<file path="src/rtl/pipe_stage_buf.sv">
// Elastic valid/ready pipeline stage with optional two-entry skid mode, flush,
// bubble insertion on an empty stage and saturating stall/bubble counters.
module pipe_stage_buf #(
    parameter int          WIDTH  = 32,
    parameter int          SKID   = 1,
    parameter logic [31:0] BUBBLE = 32'h0000_0013,
    parameter int          CNT_W  = 16
) (
    input  logic             clk,
    input  logic             rst,
    input  logic             flush_i,
    input  logic             in_valid_i,
    output logic             in_ready_o,
    input  logic [WIDTH-1:0] in_data_i,
    output logic             out_valid_o,
    input  logic             out_ready_i,
    output logic [WIDTH-1:0] out_data_o,
    output logic [1:0]       occupancy_o,
    input  logic             clr_cnt_i,
    output logic [CNT_W-1:0] stall_cnt_o,
    output logic [CNT_W-1:0] bubble_cnt_o
);

    localparam logic [WIDTH-1:0] BUBBLE_W = WIDTH'(BUBBLE);

    // Encoding doubles as the occupancy count.
    typedef enum logic [1:0] {
        ST_EMPTY = 2'd0,
        ST_ONE   = 2'd1,
        ST_FULL  = 2'd2
    } state_t;

    state_t           state_reg, state_next;
    logic [WIDTH-1:0] main_data_reg, main_data_next;
    logic [WIDTH-1:0] skb_data_reg, skb_data_next;
    logic             in_fire, out_fire;

    assign out_valid_o = (state_reg != ST_EMPTY);
    assign out_data_o  = out_valid_o ? main_data_reg : BUBBLE_W;
    assign occupancy_o = state_reg;
    assign in_fire     = in_valid_i && in_ready_o;
    assign out_fire    = out_valid_o && out_ready_i;

    generate
        if (SKID != 0) begin : g_skid
            logic in_ready_reg;
            // Registered ready: low exactly while the skid entry is occupied.
            always_ff @(posedge clk or posedge rst) begin
                if (rst) begin
                    in_ready_reg <= 1'b1;
                end else begin
                    in_ready_reg <= (state_next != ST_FULL);
                end
            end
            assign in_ready_o = in_ready_reg;
        end else begin : g_single
            assign in_ready_o = (state_reg == ST_EMPTY) || out_ready_i;
        end
    endgenerate

    always_ff @(posedge clk or posedge rst) begin
        if (rst) begin
            state_reg     <= ST_EMPTY;
            main_data_reg <= '0;
            skb_data_reg  <= '0;
        end else begin
            state_reg     <= state_next;
            main_data_reg <= main_data_next;
            skb_data_reg  <= skb_data_next;
        end
    end

    always_comb begin
        state_next     = state_reg;
        main_data_next = main_data_reg;
        skb_data_next  = skb_data_reg;
        case (state_reg)
            ST_EMPTY: begin
                if (in_fire) begin
                    state_next     = ST_ONE;
                    main_data_next = in_data_i;
                end
            end
            ST_ONE: begin
                if (in_fire && out_fire) begin
                    main_data_next = in_data_i;
                end else if (in_fire) begin
                    // Only reachable with the skid entry present.
                    if (SKID != 0) begin
                        state_next    = ST_FULL;
                        skb_data_next = in_data_i;
                    end
                end else if (out_fire) begin
                    state_next = ST_EMPTY;
                end
            end
            ST_FULL: begin
                if (out_fire) begin
                    state_next     = ST_ONE;
                    main_data_next = skb_data_reg;
                end
            end
            default: state_next = ST_EMPTY;
        endcase
        if (flush_i) begin
            state_next = ST_EMPTY;
        end
    end

    // Index 0 counts stalls, index 1 counts bubbles.
    logic [CNT_W-1:0] cnt_reg [2];
    logic [1:0]       cnt_hit;

    assign cnt_hit[0] = out_valid_o && !out_ready_i;
    assign cnt_hit[1] = !out_valid_o && out_ready_i;

    genvar gi;
    generate
        for (gi = 0; gi < 2; gi++) begin : g_cnt
            always_ff @(posedge clk or posedge rst) begin
                if (rst) begin
                    cnt_reg[gi] <= '0;
                end else if (clr_cnt_i) begin
                    cnt_reg[gi] <= '0;
                end else if (cnt_hit[gi] && (cnt_reg[gi] != {CNT_W{1'b1}})) begin
                    cnt_reg[gi] <= cnt_reg[gi] + CNT_W'(1);
                end
            end
        end
    endgenerate

    assign stall_cnt_o  = cnt_reg[0];
    assign bubble_cnt_o = cnt_reg[1];

endmodule

</file>
<file path="config.mk">
export PLATFORM = sky130hd
export DESIGN_NAME = pipe_stage_buf
export DESIGN_NICKNAME = d
export VERILOG_FILES = /design/src/rtl/pipe_stage_buf.sv
export SDC_FILE = /design/constraint.sdc
export NUM_CORES = 1
export LEC_CHECK = 0
export CORE_UTILIZATION = 45
export CTS_CLUSTER_DIAMETER = 100
export CTS_CLUSTER_SIZE = 8
export DETAILED_ROUTE_END_ITERATION = 6
export HOLD_SLACK_MARGIN = 0.08
export PLACE_DENSITY = 0.69
export SLEW_MARGIN = 20
export SYNTH_ARGS = -nofsm -noshare
export SYNTH_HDL_FRONTEND = slang
export SYNTH_SLANG_ARGS = --single-unit
export TNS_END_PERCENT = 1
</file>
<file path="constraint.sdc">
create_clock -name clk -period 4.75 [get_ports clk]
set_input_delay 0.7125 -clock clk [delete_from_list [all_inputs] [get_ports clk]]
set_output_delay 0.7125 -clock clk [all_outputs]
set_load 0.05 [all_outputs]
</file>
==> results.txt, run 1 <==
* Final setup violation count: 0
- The run finished with clean final reports.
- In the synthesized netlist, mux cells make up ~8% of the area.
- The cell area that synthesis handed to floorplanning was 4890 um2.
* Switching share of power: 32.1%
- Counting the fill cells in the layout gives 916.
* Worst EP required: 4.04 ns
- Of the total power, registers draw 51.4%.
- Fraction of final layout cells sized beyond drive strength 1: 12.6%
- Measured along the x axis, the die boundary spans 106 um.
- Total DRC errors in the routed layout: 0
- Measured along the y axis, the die boundary spans 106 um.
* Final setup TNS: 0 ns
* Final Worst Setup Slack: 1.26 ns
- Comb power frac: 23.4%
- Counting along the longest clock path gives a buffer depth of 2.
* Adder and majority gate portion of the synthesized area: less than 1%
- For this run, the detailed router's first-pass iteration total came to 4.
- CP Data Arrival Time: roughly 2.8 ns
- The detail route stage leaves a number of antenna-violating nets equal to 0.
* Minimum clock period: 3.49 ns
* Synth warnings: 0
- Cell internal power was estimated by the tool at 0.00138 W.
- The clock network accounts for 25.2% of the total power.
- I/O pins: approximately 110
- Final cycle utilization of the critical path: 73.4%
- Total Power Consumption: slightly above 0.002 W
- Input and output buffers added on the ports amount to 105.
- Total power density per cell area: around 330 nW/um2
- Along the worst hold path, the cell count comes to 1.
- Clock latency reported for the late side of the worst-skew pair: 0.36 ns
- Initial Utilization: 46.9%
- Between clock sinks in the finished design, the worst skew comes to roughly 0.017 ns.
- Count of flip-flops with a built-in enable after synthesis: 0
* Initial antenna violation count: 0
- Number of max-cap violations: 0
- The floorplan has 37 rows.
- Core ar.: 10400 um2
* Peak supply drop: 0.216 mV
* Relative slew slack: 52.3%
- Clock tree synthesis found a total of 99 sinks.
- Hold is met by 0.514 ns.
- The finished layout holds 732 standard cells, fillers aside.
- GRT overflow: 0
- Summing all flip-flop and latch instances after layout gives 2480 um2.
* Count of state elements after synthesis: slightly below 100
* Hold-fix buffer count after cts: 0
- Share of the yosys chip area belonging to registers: roughly 50%
* Sw Pwr: approximately 0.00065 W
- The number of max-slew violations in the final report came to 0.
* Gp weighted congestion: 0.779
* Main combinational cell family by area after synthesis: simple AND/OR/NAND/NOR gates
- The area growth from synthesis to layout is 27.1%.
- Share of synthesized registers carrying an async set or reset: 100%
* Depth of the CTS H-tree: 3
- R2R depth: 4
* Average routed wire per standard cell: 15.3 um
* HPWL reported at the end of detailed placement: 7340 um
- TritonCTS buffer count: 9
* Number of nets produced by synthesis: 540
- Endpoint type of the worst setup path: output pin
- Counting tap cells, the placed design contains a total of 716 instances.
- The netlist uses 53 different library cells.
* Worst setup SP type: register
- Along the worst path, the maximum fanout reaches 23.
- In this run, the number of DRC markers left after iteration 0 of detailed routing was 206.
- Class of the worst hold path: reg2reg
* Leakage power total: 2.42 nW
* Buffers inserted during post-CTS setup optimization: 0
- Clock tree from TritonCTS: done
* Xor and xnor fraction of the mapped netlist area: 0%
* Worst slack at placement: 1.65 ns
- Synth Area per Inst: about 10 um2
- Summing over every cut layer, the via total after detailed routing is 4082.
* Clock slew at the register clock pins of the worst setup and hold paths: about 0.10 ns
* Drt via density: 5.58
* Number of gates resized after CTS: 0
* Fraction of the mapped netlist area in simple logic gates: roughly a quarter
- Gr usage total: about a fifth
* Number of antenna repair diodes: 0
* Cell at the root of the clock tree: clkbuf_8
* Final Hold Fails: 0
* Complex-gate fraction of the synthesized area: 13.2%
- Combined area of the multi-input logic cells: 2240 um2
* Total wire length: roughly 11000 um
- Gate Count Post-Synth: 500
- Timing would allow up to 287 MHz.
- Predominant post-synthesis flop cell: dfrtp_1
- Worst Tran Pin Value: 0.715 ns
- Global-route wire length before repair: 18300 um
* Die Area: 11300 um2
- Entering global routing, the biggest net connects 81 pins.
- The critical path in this run is classified as reg2out.
- Vias in the first global route: 3874
- Layout Nets: 631
* RSZ-0062 raised after global routing: no
per-layer routing:
| layer | GRT usage, % | part of all wire (%) | vias to the layer above |
|---|---|---|---|
| met5 | 0 | 0 | - |
| met4 | 4.76 | 0.91 | 0 |
| met3 | 5.09 | 6.0 | 6 |
| met2 | 33.7 | 48 | 116 |
| met1 | 26.5 | 45 | 1992 |
| li1 | - | - | 1968 |
cells in the final DEF (no fill, tap or decap), drive strengths merged, types with 15 or more instances in the layout:
cell           netlist  routed
o21ai               15      15
clkdlybuf4s50        0     104
mux2                32      32
nor2b               30      30
nand2               77      77
dfrtp               98      98
nor2                41      41
a21oi               21      21
a31oi               36      36
power by group through the flow:
stage,logic [W],clock network (W),registers (W)
floorplan,0.000331,0,0.00105
global placement,0.000472,0,0.00106
detailed placement,0.000482,0,0.00106
CTS,0.000483,0.000532,0.00105
global route,0.000516,0.000565,0.00107
finish,0.000478,0.000514,0.00105
worst max-delay path, cell delays in order (launching register included):
cell,delay (ns)
dfrtp_1,0.57
nor2_2,0.53
buf_4,0.37
or2_2,0.16
clkdlybuf4s50_1,0.79
stage by stage:
stage,util [%],cell area (um2)
2_1_floorplan,-,4890
5_1_grt,59.6,6210
3_3_place_gp,57.8,6020
4_1_cts,59.6,6210
6_report,59.6,6210
3_5_place_dp,57.8,6020
Yosys cell counts (4+ instances only):
master,n,share of area [%]
a31oi_1,36,4.6
or4_1,8,1.2
a311oi_1,4,0.72
dfrtp_1,98,50
nor2b_1,30,3.8
nor4_1,5,0.64
nor3_1,6,0.61
nand4_1,10,1.3
buf_2,8,0.82
clkbuf_1,20,1.5
a211oi_1,5,0.77
nand2_1,77,5.9
mux2_2,32,7.4
nand3_1,10,1.0
inv_1,7,0.54
or3_1,10,1.3
nor2_1,41,3.1
o31ai_1,10,1.5
a21oi_1,21,2.2
o21ai_0,15,1.5
layout make-up:
class	instances	area share, %
Tap cell	136	2.74
Timing Repair Buffer	112	17.7
Sequential cell	99	39.9
Multi-Input combinational cell	362	36.1
Inverter	7	0.504
Clock inverter	6	0.967
Clock buffer	10	2.06
cell families after synthesis:
logic type                 Yosys count
DFF                                 99
AOI/OAI and AO/OA                  100
buffers and inverters               39
muxes                               35
and+or+nand+nor                    225
adders and majority gates            2
final timing paths:
| path | startpoint | endpoint | slack [ns] |
|---|---|---|---|
| max | occupancy_o[1] | out_data_o[1] | 1.26 |
| min | skb_data_reg[0] | skb_data_reg[0] | 0.51 |
| max reg2reg | occupancy_o[1] | bubble_cnt_o[7] | 2.67 |
| min reg2reg | skb_data_reg[0] | skb_data_reg[0] | 0.51 |
| max in group asynchronous | rst | skb_data_reg[7] | 3.15 |
| min in group asynchronous | rst | stall_cnt_o[9] | 0.83 |
Power figures use the tool's default switching activity.
==> run 2, diff against run 1 <==
Clock period 4.75 ns to 3.6 ns, I/O delays scaled along.
==> run 2 against run 1 <==
  * Critical path depth is the same
  * Non-clock buffer count grew 3
  * Register-to-register slack lost 1.2 ns
  * Cell count grew 0.41%
  * Via count shrank 0.51%
  * Clock skew shrank 0.0091 ns
  * Critical path type unchanged
==> results.txt, run 2 (synthesis results as in run 1) <==
- The worst clock skew on the final layout came to 0.00744 ns (-0.00911 ns).
- The post-detailed-route count of antenna-violating nets came to 0 (unchanged).
- The post-layout instance count excluding filler cells is 735 (+0.41%).
- Depth of the CTS H-tree: 3 (unchanged)
- Initial antenna violation count: 0 (unchanged)
- Count of routing violations after the opening detailed-route iteration: 142 (-31%)
- Clk sink count: 99 (unchanged)
- Most common cell after layout, fill and taps aside: clkdlybuf4s50_1
- Final Max Slew Viols: 0 (unchanged)
- The number of antenna cells inserted was 0 (unchanged).
- The final non-filler cell area is 6290 um2 (+1.3%).
* Relative area change from synthesis to final layout: 28.7%
* Total Power Consumption: 0.00289 W (+42%)
- The wire length of the first global-routing pass came to 19000 um (+3.7%).
- STA classifies the critical path startpoint as a register.
* RSZ-0062 raised after global routing: no
- The count of endpoints failing hold in the final timing report is 0 (unchanged).
* Instance area at placement: 6040 um2 (+0.37%)
- Die Area: 11300 um2 (unchanged)
* GRT overflow: 0 (unchanged)
- The total instance count after detailed placement is 719 (+0.42%).
- Layout Nets: 634 (+0.48%)
* Vias in the first global route: 3996 (+3.1%)
- The post-cts sizing count came to 0 (unchanged).
- Horizontal die dimension: 106 um (unchanged)
- The initial core utilization was 46.9% (unchanged).
* Minimum clock period: between 3 and 4 ns
- The area of the core is 10400 um2 (unchanged).
- TritonCTS buffer count: 9 (unchanged)
* Hold-fix buffer count after cts: 0 (unchanged)
- Maximum net fanout on the critical path: 14 (-39%)
- Gp weighted congestion: 0.797 (+2.3%)
- The leakage power total came to 2.46 nW (+1.9%).
- Peak supply drop: 0.245 mV (+14%)
* Total wire length: 11400 um (+1.7%)
- After layout, the worst path uses 88.4% of the clock period.
- Leaving out fill and tap cells, the most frequent cells in the layout are 104 x clkdlybuf4s50_1, 98 x dfrtp_1, 77 x nand2_1.
- The I/O pin total was 106 (unchanged).
- The pin count of the biggest net entering global routing came to 65 (-20%).
- TritonCTS built the clock tree.
- STA classifies the critical path endpoint as an output pin.
* Initial DRT Pass Iterations: 4 (unchanged)
- The setup total negative slack is 0 ns (unchanged).
- Input/output buffers: 105 (unchanged)
* Std cell rows: 37 (unchanged)
- The relative max-transition margin is 51.2% (-1.1 points).
- The critical path data required time was 3.06 ns (-0.98 ns).
- Overall die height: 106 um (unchanged)
* Count of fill cells added during filler insertion: 953 (+4.0%)
* Worst Tran Pin Value: 0.732 ns (+0.0164 ns)
* HPWL reported at the end of detailed placement: 7590 um (+3.4%)
* Type of the worst setup path: reg2out
- The run finished with clean final reports.
- The count of endpoints failing setup in the final report is 0 (unchanged).
* Gr usage total: 21.1% (+0.89 points)
- Derived from the worst setup path, the maximum achievable clock frequency is 314 MHz.
- Post-layout util: 60.4% (+0.77 points)
- The average wire length per cell after detail routing was 15.5 um (+1.3%).
* Class of the worst hold path: reg2reg
* Buffers inserted during post-CTS setup optimization: 0 (unchanged)
- Clock latency reported for the late side of the worst-skew pair: 0.37 ns (about the same)
- CP Data Arrival Time: 2.64 ns (-0.13 ns)
* Clock Path Buffers: 2 (unchanged)
- Total power density per cell area: 460 nW/um2 (+40%)
* Clock slew at the register clock pins of the worst setup and hold paths: 0.10 ns (about the same)
* Drt via density: 5.53 (-0.92%)
* Cell at the root of the clock tree: clkbuf_8
- Fraction of final layout cells sized beyond drive strength 1: 13.2% (+0.60 points)
- Via count: 4061 (-0.51%)
- The DRC violation count after routing is 0 (unchanged).
- Number of max-cap violations: 0 (unchanged)
[run 2: cell count changes in the layout (fill, tap and decap cells not counted), sizes merged]
| cell | change |
|---|---|
| inv | -1 |
| bufinv | +3 |
| clkinvlp | -1 |
| buf | +3 |
| clkbuf | -1 |
[run 2: critical path, cell delays in order, from the launching register on]
cell             delay (ns)
dfrtp_1                0.58
nor2_2                 0.51
buf_4                  0.28
or2_2                  0.13
clkdlybuf4s50_1        0.78
[run 2: final timing paths]
kind	from	end	slack, ns	cells after the start
worst max-delay path	occupancy_o[1]	out_data_o[4]	0.42	4
worst min register to register	skb_data_reg[1]	skb_data_reg[1]	0.51	1
worst min-delay path	skb_data_reg[1]	skb_data_reg[1]	0.51	1
min in group asynchronous	rst	stall_cnt_o[11]	0.64	2
worst max register to register	occupancy_o[1]	bubble_cnt_o[1]	1.47	5
max in group asynchronous	rst	main_data_reg[27]	2.25	3
[run 2: metrics by stage]
| stage | setup WS (ns) | hold slack (ns) |
|---|---|---|
| floorplan | 0.471 | 0.481 |
| global placement | 0.819 | 0.489 |
| detailed placement | 0.781 | 0.495 |
| CTS | 0.368 | 0.518 |
| global route | 0.260 | 0.536 |
| finish | 0.418 | 0.514 |
[run 2: where the power goes]
| part | internal (W) | switching (W) | leakage [nW] | total [W] |
|---|---|---|---|---|
| registers | 0.00128 | 0.0000971 | 1.22 | 0.00138 |
| logic | 0.000279 | 0.000355 | 1.12 | 0.000634 |
| clock network | 0.000466 | 0.000411 | 0.120 | 0.000878 |
| total | 0.00203 | 0.000864 | 2.46 | 0.00289 |
[run 2: final cells by class]
type	instances	area [um2]	area share, %
sequential	99	2480	39.4
multi-input combinational	362	2240	35.7
timing repair buffer	115	1120	17.8
tap	136	170	2.71
clock buffer	9	124	1.97
clock inverter	7	124	1.97
inverter	7	28.8	0.458
[run 2: layer usage]
| layer | track usage, % | vias to the layer above | routed length [um] |
|---|---|---|---|
| li1 | - | 1975 | - |
| met1 | 27.4 | 1960 | 5150 |
| met2 | 35.0 | 109 | 5410 |
| met3 | 3.49 | 17 | 600 |
| met4 | 8.93 | 0 | 220 |
| met5 | 0 | - | 0 |
==> run 3, diff against run 2 <==
Settings changed: ABC_AREA from default to 1, PLACE_DENSITY 0.69 to 0.68, REMOVE_ABC_BUFFERS from default to 1.
==> run 3 against run 2 <==
  * Synthesized cell count increased by 34%
  * Global-route usage increased by 0.33 points
  * Largest cell class unchanged
  * Sequential cell count unchanged
  * Die area increased by 5.9%
  * Cell area increased by 5.5%
  * Sequential power decreased by 3%
  * Critical endpoint is now out_data_o[29]
  * Highest routed layer unchanged
  * Setup slack improved by 0.35 ns
  * Maximum frequency increased by 12%
  * Critical path depth unchanged
==> results.txt, run 3 <==
- Gate Count Post-Synth: 670 (+34%)
- Cell type with the largest total area after synthesis: dfrtp_1
- Top cell types by occurrence after synthesis: 188 x nand2_1, 98 x dfrtp_1, 91 x inv_1, 66 x nor2_1, 66 x o21ai_0
- The number of nets in the finished design was 803 (+27%).
- Die Area: 11900 um2 (+5.9%)
- Buffers inserted during post-CTS setup optimization: 0 (unchanged)
- Number of max-cap violations: 0 (unchanged)
- Vias in the first global route: 4266 (+6.8%)
* Maximum net fanout on the critical path: 23 (+9)
- The I/O pin total is 106 (unchanged).
* Total power density per cell area: 440 nW/um2 (-4.3%)
* Total wire length: 12100 um (+6.3%)
- The clock-pin slew on the worst setup and hold paths came to 0.07 ns (-0.03 ns).
- Leading cell types in the layout, fill and taps excluded: 188 x nand2_1, 105 x clkdlybuf4s50_1, 98 x dfrtp_1
- Endpoint type of the worst setup path: output pin
- Global-route wire length before repair: 19900 um (+4.9%)
* Gr usage total: 21.5% (+0.33 points)
- TritonCTS buffer count: 9 (unchanged)
- The run finished with clean final reports.
- The post-synthesis share of cell area spent on full adders, half adders and majority gates was 0.483% (-0.029 points).
- The share of async-settable or async-resettable flops after synthesis was 100% (unchanged).
- GRT overflow: 0 (unchanged)
- The relative max-transition margin came to 32.6% (-19 points).
* CP Data Arrival Time: 2.30 ns (-0.34 ns)
- Depth of the CTS H-tree: 3 (unchanged)
- The average wire length per cell after detail routing was 13.3 um (-14%).
* Multiplexer share of the synthesized area: 0% (-8.0 points)
- Std cell rows: 38 (+2.7%)
- Min Hold Slack: 0.491 ns (-0.0221 ns)
- The compound-gate portion of the synthesized area is 11.8% (-1.4 points).
- Most common cell after layout, fill and taps aside: nand2_1
* Hold-fix buffer count after cts: 0 (unchanged)
- The distinct cell type count of the synthesized netlist came to 27 (-49%).
- The number of antenna violations at the first check in global routing was 0 (unchanged).
- The DRC violation count after routing is 0 (unchanged).
- The area of the core came to 11000 um2 (+5.9%).
- Setup repair after global routing left no endpoint under its margin.
- The routed via count came to 4620 (+14%).
- Traced cell by cell, the critical path runs through nor2_4 -> buf_4 -> nor2_1 -> clkdlybuf4s50_1.
- Comb power frac: 20.3% (-1.6 points)
* Post-synthesis instance area: 5180 um2 (+6.0%)
- The detailed placement HPWL came to 8210 um (+8.1%).
* Critical Path Source: occupancy_o[0]
* Fraction of the mapped netlist area in simple logic gates: 28.7% (+4.8 points)
* Minimum clock period: 2.84 ns (-0.345 ns)
- Reg-to-reg critical path endpoint: main_data_reg[13]
* Initial DRT Pass Iterations: 5 (+1)
- Switching share of power: 30.8% (+0.95 points)
- Among all flip-flop cells after synthesis, the most frequent one is dfrtp_1.
* Final setup TNS: 0 ns (unchanged)
* Clock Path Buffers: 2 (unchanged)
* Count of state elements after synthesis: 99 (unchanged)
- Internal power: 0.00202 W (-0.40%)
- The transition time at the pin with the least slew margin is 1.01 ns (+0.278 ns).
- Synth Area per Inst: 7.73 um2 (-21%)
- TritonCTS built the clock tree.
- Leakage power total: 2.99 nW (+21%)
* Relative area change from synthesis to final layout: 28.0%
* Final Max Slew Viols: 0 (unchanged)
- The maximum clock rate came to 353 MHz (+12%).
- The area share of the largest cell type after synthesis is 47.3% (-2.9 points).
* Fraction of final layout cells sized beyond drive strength 1: 6.64% (-6.5 points)
- The number of cells traversed by the worst register-to-register path came to 8 (+3).
- The overall die height was 109 um (+2.9%).
* Type of the worst setup path: reg2out
* Register-to-register path setup slack: 1.44 ns (-0.03 ns)
* Worst setup SP type: register
- The post-cts sizing count was 0 (unchanged).
- The relative contribution of the clock network to total power came to 33.9% (+3.6 points).
- The post-detailed-route count of antenna-violating nets came to 0 (unchanged).
- The number of antenna cells inserted came to 0 (unchanged).
* Timing endpoint of the critical path: out_data_o[29]
- Class of the worst hold path: reg2reg
- Share of the yosys chip area belonging to registers: 47.8% (-2.9 points)
- Count of flip-flops with a built-in enable after synthesis: 0 (unchanged)
- The number of I/O port buffers was 105 (unchanged).
- The number of vias per cell after detailed routing is 5.09 (-7.9%).
* Number of standard cells in the layout, taps in and fillers out: 908 (+24%)
- Clock latency reported for the late side of the worst-skew pair: 0.35 ns (-0.02 ns)
- Gp weighted congestion: 0.845 (+6.0%)
- Sw Pwr: 0.000900 W (+4.2%)
- The count of endpoints failing setup in the final report is 0 (unchanged).
- The initial core utilization was 47.0% (+0.065 points).
- Most frequently used cell type in the post-synthesis netlist: nand2_1
* Layout Skew: 0.00433 ns (-0.00312 ns)
* Largest incremental delay on the critical path: 0.71 ns (-0.07 ns)
* Pin count of the biggest net entering global routing: 51 (-22%)
- On the critical path, the stage with the largest delay is an instance of clkdlybuf4s50_1.
- Horizontal die dimension: 109 um (+2.9%)
- The worst voltage drop across the vdd grid is 0.312 mV (+27%).
- The fraction of power consumed by sequential logic is 45.8% (-2.0 points).
- Top cells by area in the synthesized netlist: dfrtp_1 47%, nand2_1 14%, inv_1 6.6%
- Synth warnings: 0 (unchanged)
- The violation count after the first detailed-routing iteration was 253 (+78%).
- The critical path data required time came to 3.06 ns (about the same).
- Clk sink count: 99 (unchanged)
- Critical register-to-register path startpoint: occupancy_o[0]
- Main combinational cell family by area after synthesis: simple AND/OR/NAND/NOR gates
- Number of placed cells counting well taps: 892 (+24%)
- Final Hold Fails: 0 (unchanged)
- The post-synthesis xor/xnor area fraction was 1.35% (+1.4 points).
- Cell at the root of the clock tree: clkbuf_16
* Final cycle utilization of the critical path: 78.8% (-9.6 points)
-- run 3: changes by cell type in the layout (fill, tap and decap cells not counted), sizes merged, moves of 21 or more --
cell,delta
nand4,+21
o21ai,+52
nand2,+114
a21oi,-21
o211ai,+32
nor2b,-30
a31oi,-36
nor2,+39
mux2,-32
inv,+89
-- run 3: kinds of logic (layout without fill, tap and decap cells) --
kind of cell | after synthesis | in the layout
and+or+nand+nor | 333 | 333
AOI/OAI and AO/OA | 104 | 104
DFF | 99 | 99
adders and majority gates | 2 | 2
buffers and inverters | 124 | 222
xor gates and xnor gates | 8 | 8
-- run 3: layout make-up --
cell class,instances,area [um2]
fillers,1034,4400
clock buffers,9,225
flip-flops and latches,99,2480
clock inverters,7,76.3
repair buffers,110,1110
multi-input cells,447,2200
inverters,96,363
well taps,140,175
-- run 3: per-layer routing --
metal  part of all wire [%]  GRT usage [%]  vias to the layer above  wire, um
met3                    5.3           4.39                       15       641
met4                    1.5           8.00                        0       178
met1                     47           28.6                     2152      5690
met2                     46           34.5                      131      5590
li1                       -              -                     2322         -
met5                      0              0                        -         0
-- run 3: worst min-delay path by stage --
stage	startpoint	to	slack [ns]	cells past startpoint
after floorplan	skb_data_reg[16]	skb_data_reg[16]	0.45	2
after global placement	skb_data_reg[22]	skb_data_reg[22]	0.47	2
after global routing	skb_data_reg[20]	skb_data_reg[20]	0.51	2
after CTS	skb_data_reg[20]	skb_data_reg[20]	0.49	2
final	skb_data_reg[20]	skb_data_reg[20]	0.49	2
after detailed placement	skb_data_reg[20]	skb_data_reg[20]	0.48	2
-- run 3: metrics by stage --
stage / worst slack (ns) / power [W] / util [%] / instance area, um2
2_1_floorplan: 0.471 / 0.00173 / - / 5040
3_3_place_gp: 1.14 / 0.00193 / 57.4 / 6330
3_5_place_dp: 1.14 / 0.00195 / 57.4 / 6330
4_1_cts: 0.749 / 0.00294 / 60.1 / 6630
5_1_grt: 0.678 / 0.00306 / 60.1 / 6630
6_report: 0.763 / 0.00292 / 60.1 / 6630
-- run 3: power groups by stage --
stage	clock, W	sequential (W)	combinational [W]
final	0.000991	0.00134	0.000592
after floorplan	0	0.00136	0.000373
after CTS	0.00101	0.00134	0.000598
after global placement	0	0.00135	0.000581
after global routing	0.00105	0.00135	0.000656
after detailed placement	0	0.00136	0.000593
-- run 3: worst max-delay path, delay by kind of cell, from the launching register on --
kind,cells,cell delay [ns]
buffers and inverters,2,1.06
DFF,1,0.48
and+or+nand+nor,2,0.38
